File: src/rtl/jk_excitation_driver.sv
`default_nettype none
// ============================================================================
//  Module   : jk_excitation_driver
//  Brief    : Drives a bank of JK flip-flops to a target state. Computes the
//             J/K excitation, verifies Q feedback, retries, and flags errors.
//  Revision : 1.0  initial release
// ============================================================================
module jk_excitation_driver #(
  parameter int WIDTH      = 4,
  parameter int MAX_TRIES  = 3,
  parameter bit USE_TOGGLE = 1'b0
) (
  input  logic             clk,
  input  logic             rst_n,
  input  logic [WIDTH-1:0] tgt,
  input  logic             load,
  input  logic [WIDTH-1:0] q_fb,
  output logic             ready,
  output logic             busy,
  output logic [WIDTH-1:0] j,
  output logic [WIDTH-1:0] k,
  output logic             done,
  output logic             err
);

  localparam logic [2:0] c_max_tries = 3'(MAX_TRIES);

  typedef enum logic [1:0] {
    IDLE   = 2'd0,
    DRIVE  = 2'd1,
    SETTLE = 2'd2,
    CHECK  = 2'd3
  } state_t;

  state_t           r_state;
  logic [WIDTH-1:0] r_tgt;
  logic [2:0]       r_try;

  logic [WIDTH-1:0] w_tgt_src;
  logic [WIDTH-1:0] w_diff;
  logic [WIDTH-1:0] w_j;
  logic [WIDTH-1:0] w_k;

  // On the loading edge tgt_reg is not yet valid, so excite from the live TGT.
  assign w_tgt_src = (r_state == IDLE) ? tgt : r_tgt;
  assign w_diff    = q_fb ^ w_tgt_src;

  generate
    if (USE_TOGGLE) begin : g_toggle
      assign w_j = w_diff;
      assign w_k = w_diff;
    end else begin : g_setreset
      assign w_j = w_diff & w_tgt_src;
      assign w_k = w_diff & ~w_tgt_src;
    end
  endgenerate

  always_ff @(posedge clk or negedge rst_n) begin
    if (!rst_n) begin
      r_state <= IDLE;
      r_tgt   <= '0;
      r_try   <= 3'd0;
      j       <= '0;
      k       <= '0;
      done    <= 1'b0;
      err     <= 1'b0;
      busy    <= 1'b0;
      ready   <= 1'b1;
    end else begin
      done <= 1'b0;
      err  <= 1'b0;
      case (r_state)
        IDLE: begin
          if (load) begin
            r_tgt   <= tgt;
            r_try   <= 3'd1;
            j       <= w_j;
            k       <= w_k;
            busy    <= 1'b1;
            ready   <= 1'b0;
            r_state <= DRIVE;
          end
        end
        DRIVE: begin
          j       <= '0;
          k       <= '0;
          r_state <= SETTLE;
        end
        SETTLE: begin
          r_state <= CHECK;
        end
        CHECK: begin
          if (q_fb == r_tgt) begin
            done    <= 1'b1;
            busy    <= 1'b0;
            ready   <= 1'b1;
            r_state <= IDLE;
          end else if (r_try == c_max_tries) begin
            err     <= 1'b1;
            busy    <= 1'b0;
            ready   <= 1'b1;
            r_state <= IDLE;
          end else begin
            r_try   <= r_try + 3'd1;
            j       <= w_j;
            k       <= w_k;
            r_state <= DRIVE;
          end
        end
        default: r_state <= IDLE;
      endcase
    end
  end

endmodule
`default_nettype wire

File: config.mk
export PLATFORM = sky130hd
export DESIGN_NAME = jk_excitation_driver
export DESIGN_NICKNAME = d
export VERILOG_FILES = /design/src/rtl/jk_excitation_driver.sv
export SDC_FILE = /design/constraint.sdc
export NUM_CORES = 1
export LEC_CHECK = 0
export CORE_ASPECT_RATIO = 0.7
export CORE_MARGIN = 8
export CORE_UTILIZATION = 35
export DETAILED_ROUTE_END_ITERATION = 6
export DONT_BUFFER_PORTS = 1
export MAX_ROUTING_LAYER = met4
export PLACE_DENSITY = 0.53
export SLEW_MARGIN = 20
export SYNTH_ARGS = -nofsm -noshare
export SYNTH_HDL_FRONTEND = slang
export SYNTH_SLANG_ARGS = --single-unit
File: constraint.sdc
create_clock -name clk -period 3.12 [get_ports clk]
set_input_delay 0.312 -clock clk [delete_from_list [all_inputs] [get_ports clk]]
set_output_delay 0.312 -clock clk [all_outputs]
set_load 0.02 [all_outputs]
==> results of run 1 <==
[power groups by stage]
stage | combinational, uW | sequential (uW) | clock [uW]
floorplan | 519 | 509 | 0
finish | 597 | 527 | 175
CTS | 605 | 530 | 181
global placement | 587 | 533 | 0
global route | 674 | 544 | 196
detailed placement | 594 | 535 | 0
[kinds of logic (layout without fill, tap and decap cells)]
group           Yosys count  count (layout)  synth area share [%]
buf+inv                  15              16                  5.62
mux                      16              16                  16.3
fa+ha+maj                 6               6                  6.49
flops                    21              21                  45.5
compound gates           16              16                  10.1
xor+xnor                  4               4                  3.03
simple gates             30              30                  13.0
[area by class of cell]
cell class | count | area [um2]
fill | 326 | 1920
multi-input combinational | 72 | 566
sequential | 21 | 527
tap | 38 | 47.5
clock buffer | 4 | 45.0
inverter | 11 | 41.3
timing repair buffer | 1 | 5.00
[per-layer routing]
metal	share of wire (%)	wire, um	vias up
li1	-	-	375
met1	50	1150	363
met2	42	970	14
met4	0.35	8	0
met3	7.6	176	2
met5	0	0	-
[per-stage QoR]
step / cells / util, % / power, uW / hold WS, ns
2_1_floorplan: 108 / - / 1030 / 0.0164
3_3_place_gp: 142 / 37.5 / 1120 / 0.0174
3_5_place_dp: 142 / 37.5 / 1130 / 0.0176
4_1_cts: 147 / 39.3 / 1320 / 0.200
5_1_grt: 147 / 39.1 / 1410 / 0.0325
6_report: 147 / 39.1 / 1300 / -0.00186
[state kept, by name, indices dropped and copies added (netlist names)]
register,count
j,4
err,1
r_tgt,4
r_try,3
ready,1
k,4
r_state,2
done,1
busy,1
[timing repair]
action,4_1_cts,5_1_grt
hold endpoints to repair,21,0
gates resized for setup,0,0
hold buffers,1,0
[cell usage after synthesis]
library cell  count
buf_6             1
nand4_1           1
o2111ai_1         1
nand3_1           1
o22ai_1           1
nor3b_1           3
a2bb2oi_1         1
clkbuf_1          1
and2_1            1
nand2b_1          1
and4_2            1
dfstp_2           1
xnor2_1           4
mux2_2            7
o311ai_0          1
nor3_1            3
a41oi_2           1
a21oi_1           2
ha_1              6
o2bb2ai_1         1
mux2_4            4
nand2_1           9
mux2i_1           5
buf_2             1
o21ai_0           5
nor2_1            8
buf_1             1
nor2b_1           1
dfrtp_1          20
inv_1            11
o211ai_1          1
o21a_1            1
a311oi_1          1
nand4b_1          1
[path summary, 6_finish.rpt]
path,start,end,cells past startpoint
worst max-delay path,r_state[0],k[0],6
worst min-delay path,rst_n,r_state[1],1
worst max register to register,r_state[0],k[0],6
worst min register to register,r_tgt[2],r_tgt[2],1
max in group asynchronous,rst_n,ready,1
min in group clk,tgt[3],r_tgt[3],1
==> impl_metrics.json, run 1 <==
{
  "synth.yosys.warnings": 0,
  "total_switching_power_uw": 542,
  "commonest_non_fill_non_tap_cell_in_the_layout": "dfrtp_1",
  "pre_cts_ws_ns": 0.825,
  "number_of_core_rows": 17,
  "cts_root_buf": "clkbuf_8",
  "synth_area_per_cell_um2": 10.7,
  "cp_top_family": "simple AND/OR/NAND/NOR gates",
  "grt_setup_unrepaired": "false",
  "worst_path_cell_with_the_longest_stage_delay": "ha_1",
  "dr_total_vias": 754,
  "cts_tree": "yes",
  "postLayoutCellArea_um2": 1230,
  "h-tree-depth": 1,
  "cts_num_sinks": 21,
  "run_status": "finished, violations left",
  "grtUsageMet2_pct": 13.3,
  "hpwlAfterDp_um": 1820,
  "hold_viol_final": 10,
  "grt_pass1_vias": 793,
  "holdWs_ns": -0.00186,
  "die-height_um": 64.1,
  "arrival_ns": 2.45,
  "grt_antenna_before_repair": 0,
  "p_per_area_nw_per_um2": 1050,
  "core_area_um2": 3150,
  "place_congestion": 0.736,
  "drt_pre_antenna_iters": 2,
  "grt_util_all_layers_pct": 9.43,
  "slew_viol_final": 0,
  "critPathKind": "register to register",
  "cell_internal_pwr_uw": 757,
  "post_synth_main_area_contributors": "dfrtp_1 (43%), mux2_2 (6.8%), ha_1 (6.5%)",
  "grt.overflow.total": 0,
  "setup_total_negative_slack_ns": 0,
  "cts_setup_buffers": 0,
  "fmaxAchievable_ghz": 0.434,
  "detail_route.vias_per_cell": 5.13,
  "drt-wirelength-per-cell_um": 15.7,
  "gr-usage-met1_pct": 11.9,
  "synth-seq-cells": 21,
  "setup.reg_to_reg.worst_slack_ns": 0.82,
  "post-route-drc-count": 0,
  "grt_busiest_layer": "met2",
  "min_path_type": "input pin to async pin",
  "start_kind": "register",
  "critPathBufInv": 1,
  "portBuffers": 0,
  "clock_power_share_pct": 13.5,
  "most-common-layout-cells": "dfrtp_1 (20), inv_1 (11), nand2_1 (9)",
  "crit_path_cells": "inv_1 -> ha_1 -> nor2b_1 -> nor2_1 -> o21a_1 -> mux2_4",
  "i_o_pin_count": 23,
  "p_comb_share_pct": 46.0,
  "power_frac_seq_pct": 40.6,
  "tightest_slew_ns": 0.500,
  "cts-root-to-sink-buffers": 2,
  "dieWidth_um": 84.7,
  "initial_core_util_pct": 36.8,
  "nNetsFinal": 127,
  "groute.layer.met3.usage_pct": 4.72,
  "period_share_pct": 73.8,
  "cp_slowest_stage_delay_ns": 0.48,
  "routed_antenna_nets": 0,
  "skew_ns": 0.00320,
  "cp_max_fo": 12,
  "vdd_drop_max_mv": 0.427,
  "route.final.wire_length_um": 2310,
  "critical_path_required_ns": 3.27,
  "min_period_ns": 2.30,
  "p_leak_uw": 0.000555,
  "yosys_top_cell_area_share_pct": 43.2,
  "synth_to_layout_area_growth_pct": 6.38,
  "slew-limit-headroom_pct": 66.6,
  "max-cap-violations": 0,
  "antenna_cells_inserted": 0,
  "setup-violations-final": 0,
  "clock_latency_ns": 0.26,
  "die_area_um2": 5430,
  "cts-buffers-inserted": 3,
  "grt_pass1_wl_um": 3950,
  "violations_in_the_final_reports": "hold timing",
  "timing.final.ws_setup_ns": 0.818,
  "synth_seq_area_share_pct": 45.5,
  "initialDrtViolationCount": 63,
  "synth_area_um2": 1160,
  "final_layout_size_suffix_gt1_share_pct": 16.5,
  "synthesis.nets": 125,
  "grt_max_degree": 22,
  "synthDominantAreaCellType": "dfrtp_1",
  "clk_pin_slew_worst_setup_hold_paths_ns": 0.07,
  "synthDistinctLibCells": 34,
  "p_sw_share_pct": 41.7,
  "post_synth_inst_count": 108,
  "type_of_destination_of_the_critical_path": "register",
  "dpl_cell_area_um2": 1180
}
Note: power is estimated with default switching activity, not from simulation.
==> run 2, diff against run 1 <==
--- a/config.mk
+++ b/config.mk
@@ -11,7 +11,7 @@
 export DETAILED_ROUTE_END_ITERATION = 6
 export DONT_BUFFER_PORTS = 1
 export MAX_ROUTING_LAYER = met4
-export PLACE_DENSITY = 0.53
+export PLACE_DENSITY = 0.55
 export SLEW_MARGIN = 20
 export SYNTH_ARGS = -nofsm -noshare
 export SYNTH_HDL_FRONTEND = slang
==> constraint.sdc (replaced) <==
create_clock -name clk -period 2 [get_ports clk]
set_input_delay 0.2 -clock clk [delete_from_list [all_inputs] [get_ports clk]]
set_output_delay 0.2 -clock clk [all_outputs]
set_load 0.02 [all_outputs]
==> run 2 against run 1 <==
Net effect: final area up 4.0%; worst setup slack worse by 0.63 ns; via count grew 4.2%; the run now ends clean; combinational power grew 69%; highest routed layer unchanged; wire length grew 8.3%; maximum frequency grew 27%; sequential share of layout area down 1.6 points; core utilization is 1.6 points higher; clock power is 58% higher.
==> impl_metrics.json, run 2 (synthesized netlist as in run 1, its figures left out) <==
{
  "place_congestion": 0.763,
  "cts_num_sinks": 21,
  "finalNonFillerCells": 153,
  "type_of_destination_of_the_critical_path": "register",
  "i_o_pin_count": 23,
  "dr_total_vias": 786,
  "routed_antenna_nets": 0,
  "p_per_area_nw_per_um2": 1650,
  "vdd_drop_max_mv": 0.724,
  "hold_viol_final": 0,
  "min_path_type": "input pin to register",
  "run_status": "finished clean",
  "dieWidth_um": 84.7,
  "antenna_cells_inserted": 0,
  "drt-wirelength-per-cell_um": 16.3,
  "timing.final.ws_setup_ns": 0.192,
  "pre_cts_ws_ns": 0.206,
  "most-common-layout-cells": "dfrtp_1 (20), inv_1 (11), nand2_1 (9)",
  "period_share_pct": 90.4,
  "grt_setup_unrepaired": "false",
  "synth_to_layout_area_growth_pct": 10.6,
  "initial_core_util_pct": 36.8,
  "clk_pin_slew_worst_setup_hold_paths_ns": 0.08,
  "die_area_um2": 5430,
  "detail_route.vias_per_cell": 5.14,
  "grt_pass1_vias": 797,
  "cts_tree": "yes",
  "nNetsFinal": 133,
  "critical_path_required_ns": 2.15,
  "report.power.total_uw": 2120,
  "post-route-drc-count": 0,
  "route.final.wire_length_um": 2500,
  "commonest_non_fill_non_tap_cell_in_the_layout": "dfrtp_1",
  "h-tree-depth": 1,
  "critPathKind": "register to register",
  "cts-root-to-sink-buffers": 2,
  "setup_total_negative_slack_ns": 0,
  "initialDrtViolationCount": 53,
  "dp.cells": 147,
  "biggestRegsByFlops": "j (4), k (4), r_tgt (4)",
  "final_layout_size_suffix_gt1_share_pct": 20.9,
  "skew_ns": 0.00764,
  "drt_pre_antenna_iters": 4,
  "start_kind": "register",
  "core_area_um2": 3150,
  "grt.overflow.total": 0,
  "fmaxAchievable_ghz": 0.553,
  "setup.reg_to_reg.worst_slack_ns": 0.19,
  "slew-limit-headroom_pct": 68.5,
  "grt_max_degree": 22,
  "grt_pass1_wl_um": 4150,
  "cp_max_fo": 8,
  "cts_root_buf": "clkbuf_8",
  "p_leak_uw": 0.000587,
  "cts-buffers-inserted": 3,
  "grt_antenna_before_repair": 0,
  "clock_latency_ns": 0.26,
  "arrival_ns": 1.96,
  "tightest_slew_ns": 0.472,
  "setup-violations-final": 0,
  "max-cap-violations": 0,
  "die-height_um": 64.1,
  "slew_viol_final": 0,
  "portBuffers": 0,
  "hpwlAfterDp_um": 1960,
  "number_of_core_rows": 17,
  "min_period_ns": 1.81,
  "grt_util_all_layers_pct": 10.1
}
-- run 2: area by class of cell --
class                           count  area (um2)
Tap cell                           38        47.5
Fill cell                         322        1870
Timing Repair Buffer                7        52.6
Multi-Input combinational cell     72         566
Clock buffer                        3        41.3
Clock inverter                      1        5.00
Sequential cell                    21         527
Inverter                           11        41.3
-- run 2: worst max-delay path, stage by stage, from the launching register on --
cell     delay, ns
dfrtp_1       0.43
ha_1          0.22
ha_1          0.21
a41oi_2       0.19
o21a_1        0.13
buf_4         0.19
mux2_4        0.32
-- run 2: worst paths after layout --
check,end,depth (start not counted),from
worst max-delay path,k[1],6,r_try[0]
worst min-delay path,r_tgt[3],1,tgt[3]
worst max register to register,k[1],6,r_try[0]
worst min register to register,r_try[2],2,r_try[2]
max in group asynchronous,ready,2,rst_n
min in group asynchronous,busy,2,rst_n
-- run 2: what timing repair did --
action                                 in CTS  in global routing
endpoints found under the hold margin      21                 20
setup buffers                               0                  0
resized for setup                           0                  0
hold buffers                                1                  1
-- run 2: power breakdown --
| group | leakage (uW) | internal, uW | switching, uW | total (uW) |
|---|---|---|---|---|
| clock network | 0.0000255 | 139 | 137 | 276 |
| logic | 0.000300 | 496 | 518 | 1010 |
| registers | 0.000261 | 597 | 230 | 828 |
| total | 0.000587 | 1230 | 885 | 2120 |
-- run 2: metrics by stage --
step / utilization (%) / hold slack [ns] / instance area (um2)
after floorplan: - / -0.0956 / 1160
after detailed placement: 38.7 / -0.0948 / 1220
final: 40.7 / 0.0845 / 1280
after global routing: 40.7 / 0.0761 / 1280
after global placement: 38.7 / -0.0948 / 1220
after CTS: 40.5 / 0.0771 / 1270
-- run 2: per-layer routing --
layer  share of wire, %  GRT usage (%)
met1                 46           11.7
met5                  0              -
met2                 45           14.8
met4               0.32           2.65
met3                8.6           5.36
==> run 3, diff against run 2 <==
==> constraint.sdc (replaced) <==
create_clock -name clk -period 2 [get_ports clk]
set_input_delay 0.3 -clock clk [delete_from_list [all_inputs] [get_ports clk]]
set_output_delay 0.3 -clock clk [all_outputs]
set_load 0.02 [all_outputs]
==> run 3 against run 2 <==
Net effect: sequential cell count unchanged; sequential power hardly changed; clock power is essentially flat; largest cell class unchanged; the run now ends with hold timing left; critical path type unchanged; global-route usage is the same.
==> impl_metrics.json, run 3 (synthesized netlist as in run 1, its figures left out) <==
{
  "setup-violations-final": 0,
  "period_share_pct": 90.4,
  "drt_pre_antenna_iters": 4,
  "grt_max_degree": 22,
  "clock_power_share_pct": 13.0,
  "nNetsFinal": 132,
  "slew_viol_final": 0,
  "cts_num_sinks": 21,
  "cts_tree": "yes",
  "n_fill_cell": 323,
  "initial_core_util_pct": 36.8,
  "i_o_pin_count": 23,
  "tightest_slew_ns": 0.471,
  "portBuffers": 0,
  "p_sw_share_pct": 41.8,
  "holdWs_ns": -0.0178,
  "route.final.wire_length_um": 2480,
  "synth_to_layout_area_growth_pct": 9.73,
  "skew_ns": 0.00764,
  "grt_pass1_wl_um": 4150,
  "report.power.total_uw": 2120,
  "drt-wirelength-per-cell_um": 16.3,
  "vdd_drop_max_mv": 0.724,
  "p_per_area_nw_per_um2": 1670,
  "number_of_core_rows": 17,
  "violations_in_the_final_reports": "hold timing",
  "grt_antenna_before_repair": 0,
  "slew-limit-headroom_pct": 68.6,
  "clk_pin_slew_worst_setup_hold_paths_ns": 0.08,
  "hpwlAfterDp_um": 1960,
  "biggestRegsByFlops": "j (4), k (4), r_tgt (4)",
  "cts-buffers-inserted": 3,
  "dieWidth_um": 84.7,
  "multi_input_area_um2": 566,
  "grtUsageMet2_pct": 14.8,
  "power_frac_seq_pct": 39.1,
  "die_area_um2": 5430,
  "run_status": "finished, violations left",
  "critPathKind": "register to register",
  "post-route-drc-count": 0,
  "fmaxAchievable_ghz": 0.553,
  "final_layout_size_suffix_gt1_share_pct": 21.1,
  "type_of_destination_of_the_critical_path": "register",
  "total_switching_power_uw": 884,
  "grt_setup_unrepaired": "false",
  "start_kind": "register",
  "clock_latency_ns": 0.26,
  "antenna_cells_inserted": 0,
  "hold_viol_final": 20,
  "setup.reg_to_reg.worst_slack_ns": 0.19,
  "h-tree-depth": 1,
  "grt.overflow.total": 0,
  "min_period_ns": 1.81,
  "min_path_type": "input pin to async pin",
  "cts_setup_buffers": 0,
  "gr-usage-met1_pct": 11.7,
  "initialDrtViolationCount": 66,
  "grt_busiest_layer": "met2",
  "core_area_um2": 3150,
  "detail_route.vias_per_cell": 5.14,
  "cp_max_fo": 8,
  "place_congestion": 0.763,
  "commonest_non_fill_non_tap_cell_in_the_layout": "dfrtp_1",
  "seq_area_um2": 527,
  "grt_pass1_vias": 797,
  "max-cap-violations": 0,
  "routed_antenna_nets": 0,
  "setup_total_negative_slack_ns": 0,
  "dr_total_vias": 782,
  "p_comb_share_pct": 47.9,
  "critical_path_required_ns": 2.15,
  "p_leak_uw": 0.000583,
  "cell_internal_pwr_uw": 1230,
  "arrival_ns": 1.96,
  "grt_util_all_layers_pct": 10.1,
  "groute.layer.met3.usage_pct": 5.36,
  "die-height_um": 64.1,
  "cts-root-to-sink-buffers": 2,
  "cts_root_buf": "clkbuf_8",
  "most-common-layout-cells": "dfrtp_1 (20), inv_1 (11), nand2_1 (9)"
}
-- run 3: final timing paths --
path / from / to / depth (start not counted)
max: r_try[0] / k[1] / 6
min: rst_n / busy / 1
max reg2reg: r_try[0] / k[1] / 6
min reg2reg: r_try[2] / r_try[2] / 2
max in group asynchronous: rst_n / ready / 1
min in group clk: tgt[3] / r_tgt[3] / 1
-- run 3: cell type report --
class	count	share of cell area, %
clock buffers	3	3.25
clock inverters	1	0.394
inverters	11	3.25
multi-input cells	72	44.5
flip-flops and latches	21	41.5
well taps	38	3.74
repair buffers	6	3.35
-- run 3: power groups by stage --
stage / sequential, uW / clock (uW) / combinational, uW
2_1_floorplan: 794 / 0 / 809
3_3_place_gp: 829 / 0 / 981
3_5_place_dp: 836 / 0 / 1010
4_1_cts: 830 / 289 / 1030
5_1_grt: 853 / 305 / 1130
6_report: 827 / 276 / 1010
-- run 3: routing by layer --
metal	part of all wire [%]	vias up
li1	-	383
met1	46	377
met2	45	20
met3	9.2	2
met4	0.32	0
met5	0	-
-- run 3: critical path, stage by stage (launching register included) --
cell	delay, ns
dfrtp_1	0.43
ha_1	0.22
ha_1	0.21
a41oi_2	0.19
o21a_1	0.13
buf_4	0.19
mux2_4	0.32
-- run 3: timing repair --
item                                   CTS  global route
setup endpoints to repair                0             0
endpoints found under the hold margin   21             0
hold buffers                             1             0
gates resized for setup                  0             0
-- run 3: metrics by stage --
step / instances / instance area, um2 / utilization, % / setup slack [ns]
global route: 152 / 1270 / 40.3 / 0.134
global placement: 147 / 1220 / 38.7 / 0.244
finish: 152 / 1270 / 40.3 / 0.192
detailed placement: 147 / 1220 / 38.7 / 0.206
floorplan: 108 / 1160 / - / 0.194
CTS: 152 / 1270 / 40.5 / 0.190
==> RTL change 1 (config.mk and constraints of run 1) <==
The parameter `WIDTH` goes from 4 to 6.
--- a/src/rtl/jk_excitation_driver.sv
+++ b/src/rtl/jk_excitation_driver.sv
@@ -8,3 +8,3 @@
 module jk_excitation_driver #(
-  parameter int WIDTH      = 4,
+  parameter int WIDTH      = 6,
   parameter int MAX_TRIES  = 3,
Ports: changed (resized j, k, q_fb and tgt); port bits go from 23 to 31. No check against the original RTL was run, so the function may have changed too.
==> RTL change 1 against run 1 <==
Clock skew grew 0.0025 ns. Count of clock-buffer cells in the layout is the same. Sequential cell count grew 6. Combinational power grew 22%. Area after synthesis grew 25%. Sequential power grew 28%. Power grew 23%. Setup slack lost 0.026 ns. Clock power grew 13%. Wire length grew 32%. Final area grew 28%. Largest power group unchanged.
==> RTL change 1: results (changes against run 1) <==
stage,metric,value,unit,change
clocking,number of hold buffers added after CTS,2,,+1
finish,share of cells above drive strength 1,0.1462,,-0.01898
timing,Slew @ Worst Pin,0.7585,ns,+0.2581 ns
detailed_routing,DR iter-0 viols,21,,-67%
worst_hold_path,Hold WC Path Type,input pin to flip-flop,,
synth,synth cell count leaders,"dfrtp_1, inv_1, mux2i_1",,
detailed_routing,Initial DRT Pass Iterations,4,,+2
global_route,global-route met1 utilization,0.1167,,-0.002658
power_and_ir_drop,Internal,924.3,µW,+22%
detailed_routing,routed wire length per instance,16.75,µm,+6.7%
worst_setup_path,Critical Path AT,2.49,ns,+0.04 ns
power_and_ir_drop,Psw,679.0,µW,+25%
finish,ClkCell Share,0.02866,,-0.007923
synth,"top cells by area, synth","dfrtp_1, mux2i_1, ha_1",,
status,outcome,completed,,
clocking,clock slew at reported path FFs,0.09,ns,+0.02 ns
detailed_routing,routed vias,912,,+21%
place,RD Place Congestion,0.8402,,+14%
worst_setup_path,CP top delay family,buffers and inverters,,
finish,final cell count without fillers,182,,+24%
power_and_ir_drop,Peak VDD IR,374.7,µV,-12%
global_route,largest net degree at the start of global routing,28,,+27%
detailed_routing,Metal-1 WL,1.405,mm,+22%
worst_setup_path,CP max stage delay,0.42,ns,-0.06 ns
timing,Worst Clk Skew,0.005702,ns,+0.002501 ns
finish,FF/Latch Area,676.9,µm²,+29%
worst_setup_path,worst-case register-to-register setup slack,0.79,ns,-0.03 ns
finish,Top Registers,"j x6, k x6, r_tgt x6",,
synth,synthesis-stage register bit count,27,,+29%
synth,post-synthesis adder-cell area fraction,0.06055,,-0.004311
global_route,GRT Util Overall,0.1019,,+0.007579
finish,Layout fillers,407,,+25%
global_route,met2 GRT Util,0.1540,,+0.02089
global_route,vias in the first global route,976,,+23%
[RTL change 1: cell count changes in the layout (fill, tap and decap cells not counted), sizes merged, moves of 3 or more]
cell	before	now
mux2i	5	11
xnor2	4	0
xor2	0	6
dfrtp	20	26
nand3b	0	6
nand2	9	6
[RTL change 1: worst max-delay path by stage]
stage / start / to / cells after the start / slack [ns]
floorplan: r_try[0] / j[0] / 6 / 1.29
global placement: r_state[0] / k[4] / 8 / 0.84
detailed placement: r_state[0] / j[5] / 8 / 0.79
CTS: r_state[0] / k[4] / 8 / 0.78
global route: r_state[0] / k[4] / 8 / 0.53
finish: r_state[0] / k[4] / 8 / 0.79
[RTL change 1: stage by stage]
stage               instance area [µm²]  hold WS, ns  setup WS [ns]
global route                       1572       0.1695         0.5284
CTS                                1572       0.1777         0.7751
detailed placement                 1496      0.01739         0.7922
finish                             1572       0.1840         0.7923
global placement                   1496      0.01710         0.8351
floorplan                          1446      0.01641          1.294
==> RTL change 2 (config.mk and constraints of run 1) <==
Made on the original files. Encoding of `state_t`: now one-hot (4 bits for 4 states).
--- a/src/rtl/jk_excitation_driver.sv
+++ b/src/rtl/jk_excitation_driver.sv
@@ -27,7 +27,7 @@
 
-  typedef enum logic [1:0] {
-    IDLE   = 2'd0,
-    DRIVE  = 2'd1,
-    SETTLE = 2'd2,
-    CHECK  = 2'd3
+  typedef enum logic [3:0] {
+    IDLE   = 4'b0001,
+    DRIVE  = 4'b0010,
+    SETTLE = 4'b0100,
+    CHECK  = 4'b1000
   } state_t;
Behaviour: same outputs for any inputs over 10 cycles, from zero or initial values and one cycle with rst_n low; not proved beyond that.
==> RTL change 2 against run 1 <==
Cell count down 12%. Area after synthesis down 5.0%. Final area down 3.7%. Power down 12%. Highest routed layer unchanged. Sequential cell count up 2. Wire length up 0.82%. Clock skew down 0.0013 ns. Critical path type unchanged. Setup slack better by 0.28 ns.
==> RTL change 2: results (changes against run 1) <==
stage,metric,value,unit,change
detailed_routing,Met2 Wirelength,1.035,mm,+6.7%
status,outcome,completed,,
worst_setup_path,Critical Path AT,2.17,ns,-0.28 ns
synth,Netlist cell types,27,,-21%
place,post-DP HPWL,1.782,mm,-2.2%
finish,share of cells above drive strength 1,0.2391,,+0.07399
finish,count of multi-input gates,59,,-18%
detailed_routing,WL final,2.327,mm,+0.82%
worst_hold_path,Hold WC Path Type,input pin to asynchronous set/reset pin,,
finish,multi-input gate share of total cell area,0.4146,,-0.04479
global_route,met2 GRT Util,0.1394,,+0.006327
detailed_routing,met3 wire len,219,µm,+24%
finish,Seq/total area,0.4873,,+0.05949
finish,Layout fillers,298,,-8.6%
finish,inverter count,5,,-6
detailed_routing,post-DR vias/cell,5.308,,+3.5%
detailed_routing,Initial DRT Pass Iterations,4,,+2
synth,Syn Nets,101,,-19%
floorplan,Core Box Area,3084,µm²,-2.0%
synth,synth cell count leaders,"dfrtp_1, mux2_2, mux2i_1",,
detailed_routing,DR iter-0 viols,22,,-65%
global_route,largest net degree at the start of global routing,24,,+9.1%
place,Place WS,1.070,ns,+0.2453 ns
finish,Nets,106,,-17%
place,Placed Area,1136,µm²,-3.8%
power_and_ir_drop,Lkg Pwr,0.0005374,µW,-3.2%
synth,"top cells by area, synth","dfrtp_1, mux2_2, mux2i_1",,
global_route,met3 usage,0.05469,,+0.007494
power_and_ir_drop,Peak VDD IR,381.0,µV,-11%
synth,Compound-Gate Fraction of Synth Area,0.05688,,-0.04366
finish,non-clk buf share,0.004219,,+0.0001544
global_route,first-pass GRT wire length,3.836,mm,-3.0%
global_route,vias in the first global route,714,,-10%
timing,Worst Clk Skew,0.001938,ns,-0.001264 ns
synth,XOR/XNOR Fraction of Synth Area,0.03185,,+0.001584
place,RD Place Congestion,0.6917,,-6.0%
detailed_routing,Metal-1 WL,1.059,mm,-8.2%
global_route,global-route met1 utilization,0.1080,,-0.01133
synth,mux cell area share after synthesis,0.1866,,+0.02333
finish,ClkCell Share,0.03797,,+0.001389
-- RTL change 2: power by group through the flow --
stage | Clock [µW] | Combinational (µW) | Sequential (µW)
floorplan | 0 | 373 | 515
global placement | 0 | 413 | 534
detailed placement | 0 | 423 | 541
CTS | 192 | 435 | 535
global route | 204 | 476 | 547
finish | 185 | 429 | 533
-- RTL change 2: logic make-up after synthesis --
family | after synthesis
mux | 19
buf+inv | 6
compound gates | 9
flops | 23
fa+ha+maj | 2
simple gates | 25
xor+xnor | 4
-- RTL change 2: repair_timing --
action | 4_1_cts | 5_1_grt
buffers inserted | 0 | 0
endpoints found under the hold margin | 23 | 0
endpoints found under the setup margin | 0 | 0
hold buffers | 1 | 0
gates resized for setup | 0 | 0
-- RTL change 2: final timing paths --
| path | from | to | slack [ns] | cells after the start |
|---|---|---|---|---|
| hold reg to reg | r_try[0] | r_try[0] | 0.50 | 1 |
| setup / recovery | r_tgt[1] | k[3] | 1.10 | 4 |
| hold / removal | rst_n | j[0] | 0.01 | 1 |
| max in group asynchronous | rst_n | r_state[0] | 2.75 | 1 |
| setup reg to reg | r_tgt[1] | k[3] | 1.10 | 4 |
| min in group clk | tgt[3] | r_tgt[3] | 0.20 | 1 |
-- RTL change 2: stage by stage --
| stage | total power (µW) | util | std cells |
|---|---|---|---|
| 4_1_cts | 1162 | 0.3862 | 130 |
| 5_1_grt | 1226 | 0.3846 | 130 |
| 2_1_floorplan | 888.3 | - | 88 |
| 3_3_place_gp | 946.8 | 0.3684 | 125 |
| 6_report | 1147 | 0.3846 | 130 |
| 3_5_place_dp | 964.3 | 0.3684 | 125 |
-- RTL change 2: worst max-delay path, stage by stage (launching register included) --
cell	delay (ns)
dfrtp_1	0.40
xor2_1	0.19
o41ai_1	0.58
a21bo_2	0.37
mux2_2	0.37
